**config.mk**
```make
export PLATFORM = sky130hd
export DESIGN_NAME = panel_lamp_driver
export DESIGN_NICKNAME = d
export VERILOG_FILES = /design/src/rtl/panel_lamp_driver.sv
export SDC_FILE = /design/constraint.sdc
export NUM_CORES = 1
export LEC_CHECK = 0
export CORE_ASPECT_RATIO = 1.1
export CORE_MARGIN = 2
export CORE_UTILIZATION = 50
export CTS_CLUSTER_SIZE = 25
export DETAILED_ROUTE_END_ITERATION = 8
export PLACE_DENSITY = 0.85
export SKIP_CTS_REPAIR_TIMING = 1
export SLEW_MARGIN = 20
export SYNTH_ARGS = -nofsm -noshare
export SYNTH_HDL_FRONTEND = slang
export SYNTH_SLANG_ARGS = --single-unit
```
**constraint.sdc**
```tcl
create_clock -name clk -period 2.8 [get_ports clk]
set_input_delay 0.56 -clock clk [delete_from_list [all_inputs] [get_ports clk]]
set_output_delay 0.56 -clock clk [all_outputs]
set_load 0.01 [all_outputs]
```
**src/rtl/panel_lamp_driver.sv**
```systemverilog
// panel_lamp_driver: serialises the front-panel lamp image (run, 15 address
// lamps, 12 data lamps) into an external 32-bit shift/latch lamp chain.
// Optional build macro LAMP_TEST_EN adds a lamp_test input that forces an
// all-ones frame and requests a frame on its rising edge.
//
// state    | meaning
// ---------+------------------------------------------------------------
// IDLE     | waiting for refresh terminal, update, or a pending request
// LOAD     | snapshot selected data, addr and run into the frame register
// SHIFT_LO | ser_clk low, current bit presented on ser_data
// SHIFT_HI | ser_clk high, ser_data held for the chain's rising edge
// LATCH    | ser_latch pulse transfers the chain into its storage stage
module panel_lamp_driver #(
  parameter int CLK_DIV        = 2,
  parameter int REFRESH_CYCLES = 50000
) (
  input  logic        clk,
  input  logic        reset,
`ifdef LAMP_TEST_EN
  input  logic        lamp_test,
`endif
  input  logic [0:2]  dsel,
  input  logic [0:11] state_word,
  input  logic [0:11] status,
  input  logic [0:11] ac,
  input  logic [0:11] md,
  input  logic [0:11] mq,
  input  logic [0:11] bus,
  input  logic [0:14] addr,
  input  logic        run,
  input  logic        update,
  output logic        ser_data,
  output logic        ser_clk,
  output logic        ser_latch,
  output logic        busy
);

  localparam int DIV_W = (CLK_DIV > 1) ? $clog2(CLK_DIV) : 1;
  localparam int REF_W = (REFRESH_CYCLES > 1) ? $clog2(REFRESH_CYCLES) : 1;
  localparam logic [DIV_W-1:0] DIV_LOAD = DIV_W'(CLK_DIV - 1);
  localparam logic [DIV_W-1:0] DIV_ONE  = DIV_W'(1);
  localparam logic [REF_W-1:0] REF_LAST = REF_W'(REFRESH_CYCLES - 1);
  localparam logic [REF_W-1:0] REF_ONE  = REF_W'(1);
  localparam logic [4:0]       LAST_BIT = 5'd31;

  typedef enum logic [2:0] {
    IDLE     = 3'd0,
    LOAD     = 3'd1,
    SHIFT_LO = 3'd2,
    SHIFT_HI = 3'd3,
    LATCH    = 3'd4
  } state_t;

  state_t             state_q;
  state_t             state_d;
  logic [DIV_W-1:0]   div_q;
  logic [4:0]         bit_q;
  logic [31:0]        frame_q;
  logic [REF_W-1:0]   refresh_q;
  logic               pending_q;
  logic [0:11]        data_sel;
  logic               refresh_tc;
  logic               div_tc;
  logic               lamp_req;
  logic               test_frame;
  logic               req;

`ifdef LAMP_TEST_EN
  logic lamp_test_q;

  // Remember the previous lamp_test level so a rising edge can request a frame.
  always_ff @(posedge clk) begin
    if (reset) lamp_test_q <= 1'b0;
    else       lamp_test_q <= lamp_test;
  end

  assign lamp_req   = lamp_test & ~lamp_test_q;
  assign test_frame = lamp_test;
`else
  assign lamp_req   = 1'b0;
  assign test_frame = 1'b0;
`endif

  assign refresh_tc = (refresh_q == REF_LAST);
  assign div_tc     = (div_q == '0);
  assign req        = update | refresh_tc | lamp_req;

  // Data-lamp source selected by the front-panel data-select switch.
  always_comb begin
    data_sel = '0;
    case (dsel)
      3'd0:    data_sel = state_word;
      3'd1:    data_sel = status;
      3'd2:    data_sel = ac;
      3'd3:    data_sel = md;
      3'd4:    data_sel = mq;
      3'd5:    data_sel = bus;
      default: data_sel = '0;
    endcase
  end

  // State register.
  always_ff @(posedge clk) begin
    if (reset) state_q <= IDLE;
    else       state_q <= state_d;
  end

  // Next-state decode; each shift/latch phase lasts CLK_DIV cycles.
  always_comb begin
    state_d = state_q;
    case (state_q)
      IDLE:     if (req || pending_q) state_d = LOAD;
      LOAD:     state_d = SHIFT_LO;
      SHIFT_LO: if (div_tc) state_d = SHIFT_HI;
      SHIFT_HI: if (div_tc) state_d = (bit_q == LAST_BIT) ? LATCH : SHIFT_LO;
      LATCH:    if (div_tc) state_d = IDLE;
      default:  state_d = IDLE;
    endcase
  end

  // Phase timer, bit index, frame shift register, refresh timer and pending flag.
  always_ff @(posedge clk) begin
    if (reset) begin
      div_q     <= '0;
      bit_q     <= '0;
      frame_q   <= '0;
      refresh_q <= REF_LAST;
      pending_q <= 1'b0;
    end else begin
      if (state_d != state_q) div_q <= DIV_LOAD;
      else if (!div_tc)       div_q <= div_q - DIV_ONE;

      if (state_q == LOAD) begin
        bit_q   <= '0;
        frame_q <= test_frame ? '1 : {4'b0000, run, addr, data_sel};
      end else if (state_q == SHIFT_HI && div_tc) begin
        // Advancing here makes ser_data change only on entry to SHIFT_LO.
        bit_q   <= bit_q + 5'd1;
        frame_q <= {frame_q[30:0], 1'b0};
      end

      // Restarting at LOAD makes REFRESH_CYCLES the start-to-start interval.
      if (state_q == IDLE && state_d == LOAD) refresh_q <= '0;
      else if (refresh_tc)                    refresh_q <= '0;
      else                                    refresh_q <= refresh_q + REF_ONE;

      // Requests arriving while busy coalesce into a single follow-up frame.
      if (state_q != IDLE && req) pending_q <= 1'b1;
      else if (state_q == LOAD)   pending_q <= 1'b0;
    end
  end

  // Outputs decoded from state so a reset returns them to zero on the next edge.
  always_comb begin
    ser_clk   = (state_q == SHIFT_HI);
    ser_latch = (state_q == LATCH);
    busy      = (state_q != IDLE);
    ser_data  = ((state_q == SHIFT_LO) || (state_q == SHIFT_HI)) ? frame_q[31] : 1'b0;
  end

endmodule

```
==> flow_summary_export.csv, run 1 <==
group,metric,value,unit
run_status,status,"complete, no violations",
power_and_ir_drop,powerDensity,602,nW/um2
logic_synthesis,synth_seq_cells,58,
grt,overflow,0,
logic_synthesis,synth_compound_area_share,25.8,%
logic_synthesis,synth_ff_type,"dfxtp_1",
route,num_vias,3075,
route,first_iter_violations,199,
die,initial_core_util,51.5,%
logic_synthesis,yosysTopAreaCell,"dfxtp_1",
die,die_h,87.3,um
route,routed_wl,7980,um
placement,port_buffers,97,
clocking,clk_pin_slew_worst_paths,0.07,ns
placement,place_area,4130,um2
worst_setup_path,crit_type,"flip-flop to output pin",
power_and_ir_drop,ir_drop,0.374,mV
grt,grt_first_pass_wirelength,13000,um
grt,use_met2,40.8,%
worst_setup_path,timing.rr.start,"refresh_q[0]$_SDFF_PP1_",
placement,dp.cells,514,
clocking,cts_tree,"yes",
grt,grt_pass1_vias,2990,
finish,final_cell_area,4400,um2
clocking,cts_sinks,58,
route,wl_per_cell,15.1,um
timing,fin_worst_skew,0.00795,ns
die,fp.dieW,79.7,um
timing,timing.fmax,0.416,GHz
finish,nets,542,
placement,hpwl,5830,um
finish,fin_util,71.9,%
clocking,cts_buffers,9,
logic_synthesis,syn-cell-area,3150,um2
timing,finalHoldViolCount,0,
logic_synthesis,synth-edff-count,0,
timing,slew_headroom,49.0,%
clocking,clock_latency,0.34,ns
run,drv_cap,0,
power_and_ir_drop,p_leak,1.59,nW
grt,grt_use_total,23.7,%
timing,rsz0062_at_grt,"false",
worst_setup_path,required,2.24,ns
timing,finalSetupTns,0,ns
worst_setup_path,r2r_cells,5,
logic_synthesis,async_flop_share,0,%
worst_setup_path,crit_fanout,12,
finish,drive_gt1_share,8.44,%
logic_synthesis,synth_xor_area_share,4.72,%
route,routed_via_density,5.80,
die,ios,98,
timing,fin_crit,2.40,ns
timing,setup_viol,0,
timing,fin_crit_sh,85.8,%
power_and_ir_drop,power,2.65,mW
grt,antenna_found_initial,0,
finish,area.growth.synth_to_final,39.5,%
worst_setup_path,worstPathArrival,1.84,ns
logic_synthesis,synthTopCellsByArea,"dfxtp_1, a21oi_1, nand2_1, a22oi_1, mux2i_1",
logic_synthesis,netlist_instances,356,
worst_setup_path,critPathLaunchType,"flip-flop",
logic_synthesis,synth.net_count,453,
logic_synthesis,synth_fa_ha_area_share,1.19,%
timing,slew_viol_final,0,
placement,gp_congestion,0.857,
route,drtPass1Iterations,5,
finish,fin_cells,530,
hold_path,min_path_type,"flip-flop to flip-flop",
logic_synthesis,synth_top_family_by_area,"compound AO/OA/AOI/OAI gates",
route,drc,0,
hold_path,hold_path_depth,2,
worst_setup_path,startpoint,"state_q[1]$_SDFF_PP0_",
logic_synthesis,synth_top_cell_area_share,36.8,%
logic_synthesis,syn_area_per_cell,8.86,um2
clocking,cts_max_level,3,
timing,worst_pin_slew,0.762,ns
logic_synthesis,synthMuxAreaShare,7.74,%
finish,antenna_cells,0,
grt,use_met3,6.33,%
die,core,6120,um2
die,die_area,6960,um2
die,rows,30,
clocking,cts_root_buf,"clkbuf_8",
logic_synthesis,yosysSeqAreaShare,36.8,%
logic_synthesis,yosysWarnings,0,
clocking,clk_path_buf_depth,2,
worst_setup_path,critPathCaptureType,"output pin",
logic_synthesis,synth.distinct_cells,51,
logic_synthesis,yosys.area_share.simple,18.6,%
grt,met1_usage,27.6,%
route,ant_nets,0,
grt,grt-busiest-layer,"met2",
grt,grt_max_degree,32,
hold_path,holdCritStartpoint,"frame_q[29]$_SDFFE_PP0P_",
-- layout by cell type, fill, tap and decap left out, types with 4 or more instances in the layout --
master / instances
nand2_1: 42
bufinv_16: 4
clkbuf_8: 10
dfxtp_1: 58
a22o_1: 8
buf_4: 6
a21oi_1: 38
nor2b_1: 4
a211oi_1: 9
inv_1: 7
a222oi_1: 4
nand4_1: 10
nor2_1: 18
clkdlybuf4s50_1: 97
a22oi_1: 17
xor2_1: 11
o221ai_1: 4
o2bb2ai_1: 6
and2_1: 4
mux2i_1: 12
o21ai_0: 16
nand3_1: 8
xnor2_1: 6
mux4_2: 5
-- power by group --
part / switching, mW / total [mW] / internal [mW]
registers: 0.0846 / 1.01 / 0.926
clock network: 0.324 / 1.03 / 0.704
logic: 0.299 / 0.609 / 0.310
-- cell type report --
type / instances / area, um2
Sequential cell: 58 / 1160
Clock inverter: 5 / 125
Tap cell: 80 / 100
Timing Repair Buffer: 103 / 1020
Inverter: 7 / 26.3
Fill cell: 477 / 1720
Multi-Input combinational cell: 266 / 1830
Clock buffer: 11 / 141
-- metrics by stage --
stage               worst slack (ns)  hold WS, ns
finish                         0.397        0.458
global route                   0.278        0.479
CTS                            0.385        0.456
detailed placement             0.365        0.443
global placement               0.491        0.438
floorplan                       1.07        0.432
-- metal layers --
| metal | part of all wire [%] | vias up |
|---|---|---|
| met5 | 0 | - |
| met4 | 2.1 | 0 |
| met3 | 5.7 | 17 |
| met2 | 50 | 112 |
| met1 | 43 | 1432 |
| li1 | - | 1514 |
-- state kept, by name (all words and copies together) (netlist names) --
register,count
pending_q,1
frame_q,32
bit_q,5
refresh_q,16
state_q,3
div_q,1
-- cells by family after synthesis --
group	count (synthesis)
compound gates	117
simple gates	111
flops	58
buf+inv	32
mux	18
xor+xnor	17
fa+ha+maj	3
-- cells in the mapped netlist, types with 3 or more instances --
library cell,n
o21ai_0,16
nor3_1,3
buf_6,3
a21oi_1,38
xnor2_1,6
xor2_1,11
and3_1,3
a221oi_2,3
buf_2,10
a222oi_1,4
o2bb2ai_1,6
and2_1,4
nand4_1,10
dfxtp_1,58
mux4_2,5
a211oi_1,9
a22oi_1,17
a22o_1,8
and4_1,3
nor2b_1,4
inv_1,7
mux2i_1,12
o221ai_1,4
nor4_1,3
nor2_1,18
nand2_1,42
ha_1,3
nand3_1,8
clkbuf_1,9
-- final timing paths --
check                                                end  slack [ns]
worst min register to register  frame_q[30]$_SDFFE_PP0P_        0.46
worst min-delay path            frame_q[30]$_SDFFE_PP0P_        0.46
worst max register to register          div_q$_SDFF_PP0_        0.88
worst max-delay path                                busy        0.40
-- worst max-delay path, stage by stage, from the launching register on --
cell	delay, ns
dfxtp_1	0.41
nor3_1	0.53
inv_1	0.08
clkdlybuf4s50_1	0.49
Note: power is estimated with default switching activity, not from simulation.
==> inputs of run 2 (changes only) <==
--- a/config.mk
+++ b/config.mk
@@ -10,7 +10,7 @@
 export CORE_UTILIZATION = 50
 export CTS_CLUSTER_SIZE = 25
 export DETAILED_ROUTE_END_ITERATION = 8
-export PLACE_DENSITY = 0.85
+export DONT_BUFFER_PORTS = 1
 export SKIP_CTS_REPAIR_TIMING = 1
 export SLEW_MARGIN = 20
 export SYNTH_ARGS = -nofsm -noshare
==> run 2 against run 1 <==
  * Design area is 24% lower
  * First-iteration DRC count decreased by 51%
  * Hold slack lost 0.17 ns
  * Via count shrank 14%
  * Combinational power fell by 28%
==> flow_summary_export.csv, run 2 (synthesis gave the netlist of run 1 again) <==
group,metric,value,unit
run_status,status,"complete, no violations",
worst_setup_path,r2r_cells,5,
timing,rsz0062_at_grt,"false",
grt,grt_use_total,21.4,%
die,rows,30,
power_and_ir_drop,powerDensity,661,nW/um2
timing,finalSetupTns,0,ns
die,fp.dieW,79.7,um
power_and_ir_drop,power,2.20,mW
hold_path,min_path_type,"input pin to flip-flop",
clocking,cts_tree,"yes",
timing,fin_worst_skew,0.00923,ns
finish,regMostFlops,"frame_q",
worst_setup_path,worstPathArrival,1.47,ns
worst_setup_path,critPathMaxStageDelay,0.53,ns
grt,overflow,0,
worst_setup_path,critical_path_cell_count,2,
die,core,6120,um2
clocking,cts_max_level,3,
finish,multi_input_area,1830,um2
die,die_h,87.3,um
placement,dp.cells,414,
placement,post-place-ws,1.06,ns
timing,slew_viol_final,0,
placement,gp_congestion,0.874,
worst_setup_path,crit_type,"flip-flop to output pin",
clocking,clock_latency,0.34,ns
timing,fin_crit_sh,72.6,%
route,first_iter_violations,98,
timing,finalWorstSetupSlack,0.767,ns
finish,drive_gt1_share,10.3,%
clocking,cts_buffers,9,
worst_setup_path,critPathLaunchType,"flip-flop",
worst_setup_path,required,2.24,ns
route,routed_via_density,6.13,
route,wl_per_cell,16.2,um
route,num_vias,2638,
grt,antenna_found_initial,0,
placement,hpwl,4930,um
finish,layout_common_cells,"dfxtp_1, nand2_1, a21oi_1, nor2_1, a22oi_1",
worst_setup_path,crit_family,"simple AND/OR/NAND/NOR gates",
die,die_area,6960,um2
route,ant_nets,0,
power_and_ir_drop,p_leak,1.17,nW
timing,finalHoldViolCount,0,
worst_setup_path,critPathBufInv,1,
timing,setup_viol,0,
timing,worst_pin_slew,0.558,ns
grt,grt_max_degree,34,
worst_setup_path,crit_slowest_cell,"nor3_1",
grt,grt_first_pass_wirelength,11800,um
finish,final_common_cell,"dfxtp_1",
clocking,cts_root_buf,"clkbuf_8",
finish,reg.largest.list,"frame_q x32, refresh_q x16, bit_q x5",
die,initial_core_util,51.5,%
finish,fillers,573,
clocking,clk_path_buf_depth,2,
die,ios,98,
finish,fin_cells,430,
grt,grt_pass1_vias,2544,
finish,area.growth.synth_to_final,5.67,%
grt,grt-busiest-layer,"met2",
route,drc,0,
worst_setup_path,endpoint,"busy",
finish,largest_reg_flops,32,
worst_setup_path,crit_chain,"nor3_1, inv_1",
finish,nets,442,
timing,slew_headroom,62.5,%
worst_setup_path,r2r_slack,1.02,ns
worst_setup_path,crit_fanout,12,
route,drtPass1Iterations,4,
timing,fin_crit,2.03,ns
route,routed_wl,6970,um
run,drv_cap,0,
grt,use_met2,34.6,%
worst_setup_path,timing.rr.start,"refresh_q[0]$_SDFF_PP1_",
finish,antenna_cells,0,
grt,use_met3,5.50,%
finish,regArea,1160,um2
grt,met1_usage,27.5,%
clocking,cts_sinks,58,
worst_setup_path,startpoint,"state_q[1]$_SDFF_PP0_",
worst_setup_path,r2r-end,"div_q$_SDFF_PP0_",
placement,port_buffers,0,
clocking,clk_pin_slew_worst_paths,0.07,ns
timing,timing.fmax,0.492,GHz
power_and_ir_drop,ir_drop,0.316,mV
worst_setup_path,critPathCaptureType,"output pin",
-- run 2: report_power, final --
| group | switching (mW) | total [mW] | internal (mW) |
|---|---|---|---|
| sequential | 0.0815 | 1.01 | 0.925 |
| clock | 0.351 | 0.759 | 0.408 |
| combinational | 0.249 | 0.437 | 0.188 |
| total | 0.682 | 2.20 | 1.52 |
-- run 2: worst min path at each step --
stage                                   from                       end  depth (start not counted)
global placement    frame_q[23]$_SDFFE_PP0P_  frame_q[23]$_SDFFE_PP0P_                          2
global route                           reset  frame_q[24]$_SDFFE_PP0P_                          1
floorplan           frame_q[31]$_SDFFE_PP0P_  frame_q[31]$_SDFFE_PP0P_                          2
detailed placement  frame_q[28]$_SDFFE_PP0P_  frame_q[29]$_SDFFE_PP0P_                          2
CTS                                    reset  frame_q[18]$_SDFFE_PP0P_                          1
finish                                 reset     state_q[2]$_SDFF_PP0_                          1
-- run 2: layout make-up --
type | count | area share [%]
Tap cell | 80 | 3.00
Multi-Input combinational cell | 266 | 54.9
Inverter | 7 | 0.789
Timing Repair Buffer | 3 | 0.676
Sequential cell | 58 | 34.8
Clock buffer | 9 | 3.72
Clock inverter | 7 | 2.10
-- run 2: metal layers --
layer / wire, um / part of all wire (%)
met5: 0 / 0
met2: 3300 / 47
met4: 104 / 1.5
met1: 3220 / 46
met3: 344 / 4.9
-- run 2: through the flow --
stage	hold WS [ns]	util [%]	instance area [um2]
after floorplan	0.432	-	3150
after CTS	0.271	54.5	3330
after detailed placement	0.441	51.3	3140
after global routing	0.267	54.5	3330
final	0.285	54.5	3330
after global placement	0.437	51.3	3140
==> inputs of run 3 (changes only) <==
==> constraint.sdc (replaced) <==
create_clock -name clk -period 1.9 [get_ports clk]
set_input_delay 0.38 -clock clk [delete_from_list [all_inputs] [get_ports clk]]
set_output_delay 0.38 -clock clk [all_outputs]
set_load 0.01 [all_outputs]
==> run 3 against run 2 <==
  * Clock skew about the same
  * Total power increased by 61%
  * Final cell count increased by 0.70%
  * Die area unchanged
  * Highest routed layer unchanged
==> flow_summary_export.csv, run 3 (synthesis gave the netlist of run 1 again) <==
group,metric,value,unit
run_status,status,"complete, no violations",
route,dr.max_layer_used,"met4",
finish,fin_cells,433,
worst_setup_path,crit_chain,"or3b_4, a21oi_4, nand2_1, a221oi_2",
run,drv_cap,0,
die,rows,30,
worst_setup_path,critPathMaxStageDelay,0.54,ns
route,route.met2.wl,3400,um
route,routed_wl,6730,um
route,wl_per_cell,15.5,um
finish,reg.largest.list,"frame_q x32, refresh_q x16, bit_q x5",
die,die_area,6960,um2
route,drc,0,
clocking,cts_root_buf,"clkbuf_8",
worst_setup_path,crit_family,"simple AND/OR/NAND/NOR gates",
clocking,cts_sinks,58,
timing,worst_pin_slew,0.486,ns
worst_setup_path,worstPathArrival,1.97,ns
finish,regMostFlops,"frame_q",
grt,antenna_found_initial,0,
die,core,6120,um2
worst_setup_path,critPathCaptureType,"flip-flop",
grt,grt_first_pass_wirelength,11400,um
finish,nets,445,
die,initial_core_util,51.5,%
finish,area.growth.synth_to_final,8.45,%
placement,gp_congestion,0.771,
clocking,cts_max_level,3,
power_and_ir_drop,powerDensity,1030,nW/um2
placement,place_area,3160,um2
route,drtPass1Iterations,4,
worst_setup_path,crit_slowest_cell,"or3b_4",
clocking,cts_buffers,9,
clocking,cts_tree,"yes",
route,wl_met3,323,um
clocking,clk_pin_slew_worst_paths,0.08,ns
timing,rsz0062_at_grt,"false",
power_and_ir_drop,ir_drop,0.526,mV
timing,finalHoldViolCount,0,
finish,largest_reg_flops,32,
die,fp.dieW,79.7,um
timing,finalSetupTns,0,ns
route,wl_met1,2950,um
worst_setup_path,critPathLaunchType,"flip-flop",
worst_setup_path,required,2.14,ns
grt,overflow,0,
grt,grt_pass1_vias,2530,
grt,grt_use_total,20.9,%
finish,final_common_cell,"dfxtp_1",
route,ant_nets,0,
finish,final_cell_area,3420,um2
placement,hpwl,4900,um
worst_setup_path,critPathBufInv,0,
grt,grt_max_degree,34,
clocking,clk_path_buf_depth,2,
power_and_ir_drop,p_leak,1.21,nW
hold_path,min_path_type,"input pin to flip-flop",
finish,layout_common_cells,"dfxtp_1, nand2_1, a21oi_1, nor2_1, a22oi_1",
timing,fin_crit,1.73,ns
placement,port_buffers,0,
timing,slew_headroom,67.5,%
worst_setup_path,crit_fanout,13,
worst_setup_path,crit_type,"flip-flop to flip-flop",
die,die_h,87.3,um
route,num_vias,2604,
finish,drive_gt1_share,11.6,%
timing,slew_viol_final,0,
clocking,clock_latency,0.34,ns
timing,timing.fmax,0.578,GHz
timing,setup_viol,0,
timing,fin_crit_sh,91.1,%
timing,hold-worst-slack,0.108,ns
placement,dp.cells,417,
route,routed_via_density,6.01,
timing,fin_worst_skew,0.00895,ns
route,first_iter_violations,76,
finish,antenna_cells,0,
die,ios,98,
-- run 3: changes by cell type in the layout (fill, tap and decap cells not counted), sizes merged --
| cell | change |
|---|---|
| buf | +3 |
| bufinv | +2 |
| clkinv | -3 |
| clkinvlp | -1 |
| inv | +2 |
-- run 3: per-stage QoR --
stage / setup slack (ns) / util (%) / power (mW)
5_1_grt: 0.0292 / 55.9 / 3.74
4_1_cts: 0.00502 / 55.7 / 3.57
3_5_place_dp: 0.149 / 51.7 / 2.16
2_1_floorplan: 0.327 / - / 2.06
6_report: 0.169 / 55.9 / 3.54
3_3_place_gp: 0.177 / 51.7 / 2.15
-- run 3: path summary, 6_finish.rpt --
path | from | to | slack [ns] | cells after the start
setup / recovery | state_q[1]$_SDFF_PP0_ | frame_q[5]$_SDFFE_PP0P_ | 0.17 | 4
hold / removal | reset | frame_q[17]$_SDFFE_PP0P_ | 0.11 | 1
hold reg to reg | frame_q[27]$_SDFFE_PP0P_ | frame_q[27]$_SDFFE_PP0P_ | 0.45 | 2
setup reg to reg | state_q[1]$_SDFF_PP0_ | frame_q[5]$_SDFFE_PP0P_ | 0.17 | 4
-- run 3: routing by layer --
layer	up-vias	global-route usage, %
met5	-	0
met4	0	6.90
met3	4	7.57
met2	69	34.3
met1	1212	25.4
li1	1319	-
-- run 3: layout make-up --
cell class              count  area (um2)
well taps                  80         100
clock inverters             7         125
repair buffers              6        45.0
inverters                   7        26.3
multi-input cells         266        1840
clock buffers               9         124
fillers                   570        2700
flip-flops and latches     58        1160
-- run 3: where the power goes --
| part | internal (mW) | switching, mW |
|---|---|---|
| combinational | 0.286 | 0.362 |
| clock | 0.884 | 0.519 |
| sequential | 1.36 | 0.122 |
